[config.mk]
export PLATFORM = sky130hd
export DESIGN_NAME = modn_counter_param
export DESIGN_NICKNAME = d
export VERILOG_FILES = /design/src/rtl/modn_pkg.sv /design/src/rtl/modn_step.sv /design/src/rtl/modn_counter_param.sv
export SDC_FILE = /design/constraint.sdc
export NUM_CORES = 1
export LEC_CHECK = 0
export CORE_MARGIN = 1
export CORE_UTILIZATION = 40
export CTS_BUF_LIST = sky130_fd_sc_hd__clkbuf_8
export CTS_CLUSTER_DIAMETER = 30
export CTS_CLUSTER_SIZE = 20
export DETAILED_ROUTE_END_ITERATION = 10
export PLACE_DENSITY_LB_ADDON = 0.08
export RECOVER_POWER = 100
export SKIP_CTS_REPAIR_TIMING = 1
export SLEW_MARGIN = 20
export SYNTH_ARGS = -nofsm -noshare
export SYNTH_HDL_FRONTEND = slang
export SYNTH_HIERARCHICAL = 1
export SYNTH_SLANG_ARGS = --single-unit
export TNS_END_PERCENT = 30
[constraint.sdc]
create_clock -name clk -period 8.1 [get_ports clk]
set_clock_uncertainty 0.1 [all_clocks]
set_input_delay 2.43 -clock clk [delete_from_list [all_inputs] [get_ports clk]]
set_output_delay 2.43 -clock clk [all_outputs]
set_load 0.02 [all_outputs]
[src/rtl/modn_pkg.sv]
// Shared types and helpers for the mod-N counter: direction encoding and effective-modulus clamp.
// No state, no latency; pure definitions.
package modn_pkg;

  typedef enum logic {DN = 1'b0, UP = 1'b1} dir_t;

  // Returns M: zero selects the default modulus, anything above 2^width is pinned to 2^width.
  function automatic int unsigned eff_mod(input int unsigned mod_val,
                                          input int unsigned modulus,
                                          input int unsigned width);
    int unsigned cap;
    cap = 32'd1 << width;
    if (mod_val == 0)
      eff_mod = modulus;
    else if (mod_val > cap)
      eff_mod = cap;
    else
      eff_mod = mod_val;
  endfunction

endpackage

[src/rtl/modn_step.sv]
// Combinational single-step rule for a mod-M counter in either direction; zero latency.
// No flow control: the caller decides whether the step is taken.
module modn_step
  import modn_pkg::*;
#(
  parameter int WIDTH = 3
) (
  input  logic [WIDTH-1:0] cnt,
  input  logic [WIDTH:0]   m,
  input  dir_t             dir,
  output logic [WIDTH-1:0] nxt,
  output logic             wrap
);

  logic [WIDTH:0] cnt_ext;
  logic [WIDTH:0] m_last;

  assign cnt_ext = {1'b0, cnt};
  assign m_last  = m - (WIDTH+1)'(1);

  always_comb begin
    nxt  = cnt;
    wrap = 1'b0;
    if (dir == UP) begin
      // A count left above M-1 by a shrinking modulus still wraps to zero.
      if (cnt_ext >= m_last) begin
        nxt  = '0;
        wrap = 1'b1;
      end else begin
        nxt = cnt + WIDTH'(1);
      end
    end else begin
      if (cnt == '0) begin
        nxt  = m_last[WIDTH-1:0];
        wrap = 1'b1;
      end else if (cnt_ext > m_last) begin
        nxt = m_last[WIDTH-1:0];
      end else begin
        nxt = cnt - WIDTH'(1);
      end
    end
  end

endmodule

[src/rtl/modn_counter_param.sv]
// Run-time mod-N up/down counter with registered wrap pulse and saturating wrap tally; one-cycle latency.
// No backpressure; priority clr > load > en. MODN_LOAD_EN adds the load/load_val ports.
module modn_counter_param
  import modn_pkg::*;
#(
  parameter int WIDTH   = 3,
  parameter int MODULUS = 5,
  parameter int WRAP_W  = 8
) (
  input  logic              clk,
  input  logic              clr,
  input  logic              en,
  input  logic              up,
  input  logic [WIDTH:0]    mod_val,
`ifdef MODN_LOAD_EN
  input  logic              load,
  input  logic [WIDTH-1:0]  load_val,
`endif
  output logic [WIDTH-1:0]  out,
  output logic              tc,
  output logic [WRAP_W-1:0] wrap_cnt
);

  logic [WIDTH:0]   m;
  logic [WIDTH-1:0] step_nxt;
  logic             step_wrap;
  dir_t             dir;

  assign m   = (WIDTH+1)'(eff_mod(32'(mod_val), MODULUS, WIDTH));
  assign dir = up ? UP : DN;

  modn_step #(.WIDTH(WIDTH)) u_step (
    .cnt  (out),
    .m    (m),
    .dir  (dir),
    .nxt  (step_nxt),
    .wrap (step_wrap)
  );

`ifdef MODN_LOAD_EN
  logic [WIDTH:0]   m_last;
  logic [WIDTH-1:0] load_clamped;

  assign m_last       = m - (WIDTH+1)'(1);
  assign load_clamped = ({1'b0, load_val} > m_last) ? m_last[WIDTH-1:0] : load_val;
`endif

  always_ff @(posedge clk) begin
    if (clr) begin
      out      <= '0;
      tc       <= 1'b0;
      wrap_cnt <= '0;
`ifdef MODN_LOAD_EN
    end else if (load) begin
      out <= load_clamped;
      tc  <= 1'b0;
`endif
    end else if (en) begin
      out <= step_nxt;
      tc  <= step_wrap;
      if (step_wrap && (wrap_cnt != {WRAP_W{1'b1}}))
        wrap_cnt <= wrap_cnt + WRAP_W'(1);
    end else begin
      tc <= 1'b0;
    end
  end

endmodule

Yosys cells after proc, flatten, opt, wreduce, memory -nomap -nowiden
Index checks and enable logic that the tools add are counted.
Cells by class
  add/sub/neg operators: 4
  $lt $le $gt $ge: 3
  equality and inequality tests: 1
  mux-type cells: 10
  bitwise operators: 1
  reduce and logical (&&, ||, !) cells: 5
Operator list (number)
  $mux 3: 4
  $add 8x1->8 const B: 1
  $mux 4: 2
  $ne 8x8->1 const B: 1
  $ge 3x4->1: 1
  $gt 3x4->1: 1
  $gt 4x4->1 const B: 1
  $logic_not 4->1: 1
  $mux 1: 4
  $sub 4x1->4 const B: 1
  $add 3x1->3 const B: 1
  $logic_not 3->1: 1
  $sub 3x1->3 const B: 1
  $reduce_and 2->1: 1
  $reduce_or 2->1: 1
  $logic_and 1x1->1: 1
  $not 1->1: 1
Storage, ports and cells
  register bits: 12
  input bits: 8
  output and inout port bits: 12
  logic and storage cells: 27

Depth between registers and ports, before layout
  depth after elaboration: 9
  mapped depth: 15
  gate-level depth less buffers: 15

Cells and area by module
Netlist, hierarchy kept.
By module, submodules not included
  modn_counter_param: instances 1, cells an instance 64, area each 568.0 µm², seq. area each 240.2 µm²
  modn_step: instances 1, cells an instance 44, area each 332.8 µm², seq. area each 0.0 µm²

Worst setup path after synthesis
Ideal clock, no wire load.
  path kind: in2reg
  start point: in mod_val[1]
  end point: reg wrap_cnt[6]
  library setup time: 70 ps
  arrival: 4762 ps
  data required time: 7930 ps
  path slack: 3168 ps
  stages: 15
  path buffers: 0
  cell sequence: nor2_1 > nor2_1 > nor2_1 > inv_1 > ha_1 > xnor2_1 > ha_1 > o21ai_0 > o21bai_1 > a21oi_1 > nor2_1 > and2_4 > o21ai_2 > or4_1 > a21oi_1
Between the ends
  longest elaborated chain between the ends: 9
  elaborated cells on any way between the ends: 10
  those cells by class: add/sub: 1; order compare: 2; mux: 4; reduce/logical: 3
RTL lines
  start: declaration: line modn_counter_param.sv:14  | input logic [WIDTH:0] mod_val,
  $gt 4x4->1: line modn_pkg.sv:15  | else if (mod_val > cap)
  $mux 4: line modn_pkg.sv:15
  $mux 4 (*): line modn_pkg.sv:13  | if (mod_val == 0)
  via m[0]: line modn_counter_param.sv:24  | logic [WIDTH:0] m;
  $sub 4x1->4 (*): line modn_step.sv:19  | assign m_last = m - (WIDTH+1)'(1);
  $ge 3x4->1 (*): line modn_step.sv:26  | if (cnt_ext >= m_last) begin
  $mux 1 (*): line modn_step.sv:26
  $mux 1 (*): line modn_step.sv:24  | if (dir == UP) begin
  via step_wrap: line modn_counter_param.sv:26  | logic step_wrap;
  $logic_and 1x1->1 (*): line modn_counter_param.sv:61  | if (step_wrap && (wrap_cnt != {WRAP_W{1'b1}}))
  $reduce_and 2->1 (no source line) (*)
  end signal: assignment: line modn_counter_param.sv:62  | wrap_cnt <= wrap_cnt + WRAP_W'(1);
  end: declaration: line modn_counter_param.sv:21  | output logic [WRAP_W-1:0] wrap_cnt
Mark *: on every way through the listed nets, which the timed path passes. The rest lies on a longest branch.
A chain may end at the register's enable or synchronous reset.

Worst setup path in the final report
Same ends and word-level chain as after synthesis.

==> flow_metrics.py <==
metrics = {
    "run_status": {
        "status": "completed",
    },
    "pwr": {
        "switching_share_pct": 32.1,
        "sequentialPowerShare_pct": 33.8,
        "power.density_nw_per_um2": 176,
        "clockPowerShare_pct": 32.8,
        "leakage_nw": 0.512,
        "p_int_mw": 0.137,
        "switching_power_mw": 0.0649,
        "vdd_drop_max_uv": 115,
        "p_comb_share_pct": 33.4,
    },
    "floorplanning": {
        "ios": 20,
        "start_util_pct": 44.1,
        "core_area_um2": 2040,
        "die_x_um": 49.5,
        "rows": 16,
        "fp.dieH_um": 49.5,
        "die-area_um2": 2450,
    },
    "yosys": {
        "yosysWarningCount": 6,
        "synth_area_leader_cell": "dfxtp_1",
        "async_flop_share_pct": 0,
        "synth.net_count": 124,
        "ys_ff_latch": 12,
        "synthMuxAreaShare_pct": 5.69,
        "synth_edf_count": 0,
        "synth_cell_types": 38,
        "synth_ff_type": "dfxtp_1",
        "synth_compound_area_share_pct": 15.7,
        "syn-instance-count": 108,
        "synth-simple-area-share_pct": 28.6,
        "yosys.cell_count.top_type": "nor2_1",
        "yosys-top-cells-area": "dfxtp_1 (27%), ha_1 (11%), nor2_1 (7.9%)",
        "synth_adder_area_share_pct": 11.1,
        "synth_xor_area_share_pct": 7.64,
        "synth_commonest_cells": "nor2_1 (19), dfxtp_1 (12), ha_1 (8)",
        "synth_top_family_by_area": "simple AND/OR/NAND/NOR gates",
        "synth_top_area_share_pct": 26.7,
        "yosysSeqAreaShare_pct": 26.7,
        "syn-cell-area_um2": 901,
        "syn_avg_cell_area_um2": 8.34,
    },
    "global_routing": {
        "antenna_found_initial": 0,
        "overflow": 0,
        "grt_pass1_vias": 748,
        "grt_start_max_net_pins": 14,
        "track_usage_pct": 17.7,
        "grt_pass1_wl_um": 3370,
    },
    "cells_and_area": {
        "drive_gt1_share_pct": 6.25,
        "area_growth_pct": 27.4,
        "num_antenna_cells": 0,
        "final_core_util_pct": 56.2,
        "fillers": 215,
        "finalNetCount": 145,
    },
    "detailed_routing": {
        "wirelength_um": 1820,
        "first_pass_iters": 4,
        "antenna_left": 0,
        "drtIter0Drc": 13,
        "via_per_inst": 5.15,
        "via_count": 798,
        "wl_per_cell_um": 11.7,
        "route.detailed.drc": 0,
    },
    "clocking": {
        "cts_sinks": 12,
        "cts_root_buffer": "clkbuf_8",
        "clkTransAtPathRegs_ns": 0.05,
        "cts_tree": "done",
        "cts_buffers": 3,
        "cts_max_level": 1,
        "clk_path_buf_depth": 2,
        "worstSkewPairLatency_ns": 0.24,
    },
    "flow_run": {
        "max_cap_viol_count": 0,
    },
    "sta": {
        "slew_violations": 0,
        "finalSetupViolations": 0,
        "hold_violations": 0,
        "max_slew_margin_pct": 56.2,
        "finalCritPeriodShare_pct": 72.6,
        "rsz0062_at_grt": "false",
        "setup_slack_ns": 2.22,
        "fmax_mhz": 170,
        "max_slew.worst_pin.slew_ns": 0.650,
        "timing.final.crit_period_ns": 5.88,
        "finalSetupTns_ns": 0,
    },
    "setup_path": {
        "required_ns": 8.17,
        "cp-end-kind": "flip-flop",
        "crit_path_start_kind": "input port",
        "path_max_fanout": 5,
        "criticalPathCategory": "in -> reg",
        "crit_arrival_ns": 5.95,
    },
    "placement": {
        "place_hpwl_um": 1400,
        "gp_congestion": 0.804,
        "io_buffers": 19,
        "dp_worst_setup_slack_ns": 2.38,
    },
    "worst_hold_path": {
        "hold_class": "reg -> reg",
    },
}
## power groups by stage
| stage | sequential [mW] | combinational (mW) | clock [mW] |
|---|---|---|---|
| floorplan | 0.0733 | 0.0479 | 0 |
| global placement | 0.0696 | 0.0711 | 0 |
| detailed placement | 0.0699 | 0.0724 | 0 |
| CTS | 0.0687 | 0.0728 | 0.0683 |
| global route | 0.0693 | 0.0777 | 0.0707 |
| finish | 0.0682 | 0.0674 | 0.0663 |
## path summary, 6_finish.rpt
path	startpoint	to	slack (ns)	depth (start not counted)
setup reg to reg	out[0]	wrap_cnt[6]	5.38	10
hold / removal	wrap_cnt[6]	wrap_cnt[6]	0.41	2
setup / recovery	mod_val[1]	wrap_cnt[6]	2.22	16
hold reg to reg	wrap_cnt[6]	wrap_cnt[6]	0.41	2
## per-layer routing
layer	track usage (%)	part of all wire, %	vias up
met5	0	0	-
li1	-	-	415
met2	24.0	43	19
met3	4.63	4.5	4
met1	27.1	51	360
met4	4.29	1.2	0
## layout make-up
| type | instances | area, µm² | area share (%) |
|---|---|---|---|
| Clock buffer | 4 | 55.1 | 4.80 |
| Inverter | 6 | 22.5 | 1.96 |
| Multi-Input combinational cell | 87 | 606 | 52.8 |
| Sequential cell | 12 | 240 | 20.9 |
| Tap cell | 27 | 33.8 | 2.94 |
| Timing Repair Buffer | 19 | 190 | 16.6 |
## placed cells by master (no fill, tap or decap), types with 3 or more instances in the layout
cell             count
nor2_1              19
dlygate4sd3_1       13
dfxtp_1             12
ha_1                 8
nor2b_1              6
inv_1                6
o21ai_0              6
clkdlybuf4s50_1      6
a21oi_1              5
nand2_1              4
mux2i_1              4
clkbuf_8             4
o211ai_1             3
xor2_1               3
xnor2_1              3
## critical path: stages
cell           delay [ns]
dlygate4sd3_1        0.57
nor2_1               0.11
nor2_1               0.05
nor2_1               0.25
inv_1                0.12
ha_1                 0.22
xnor2_1              0.16
ha_1                 0.34
o21ai_0              0.10
o21bai_1             0.17
a21oi_1              0.14
nor2_1               0.17
and2_0               0.24
o21ai_0              0.28
or4_1                0.47
a21oi_1              0.14
## kinds of logic after synthesis
family                   Yosys count
buffers and inverters              9
adder cells (fa/ha/maj)            8
AND/OR/NAND/NOR                   46
XOR/XNOR                           7
multiplexers                       5
flip-flops                        12
AO/OA/AOI/OAI                     21
## through the flow
stage	power [mW]	cell area [µm²]	hold WS, ns	instances
floorplan	0.121	901	0.467	108
global placement	0.141	1110	0.392	151
detailed placement	0.142	1110	0.402	151
CTS	0.210	1160	0.413	155
global route	0.218	1150	0.450	155
finish	0.202	1150	0.409	155
## sequential cells by signal (all words and copies together) (netlist names)
| register | flops |
|---|---|
| tc | 1 |
| out | 3 |
| wrap_cnt | 8 |
Note: power is estimated with default switching activity, not from simulation.
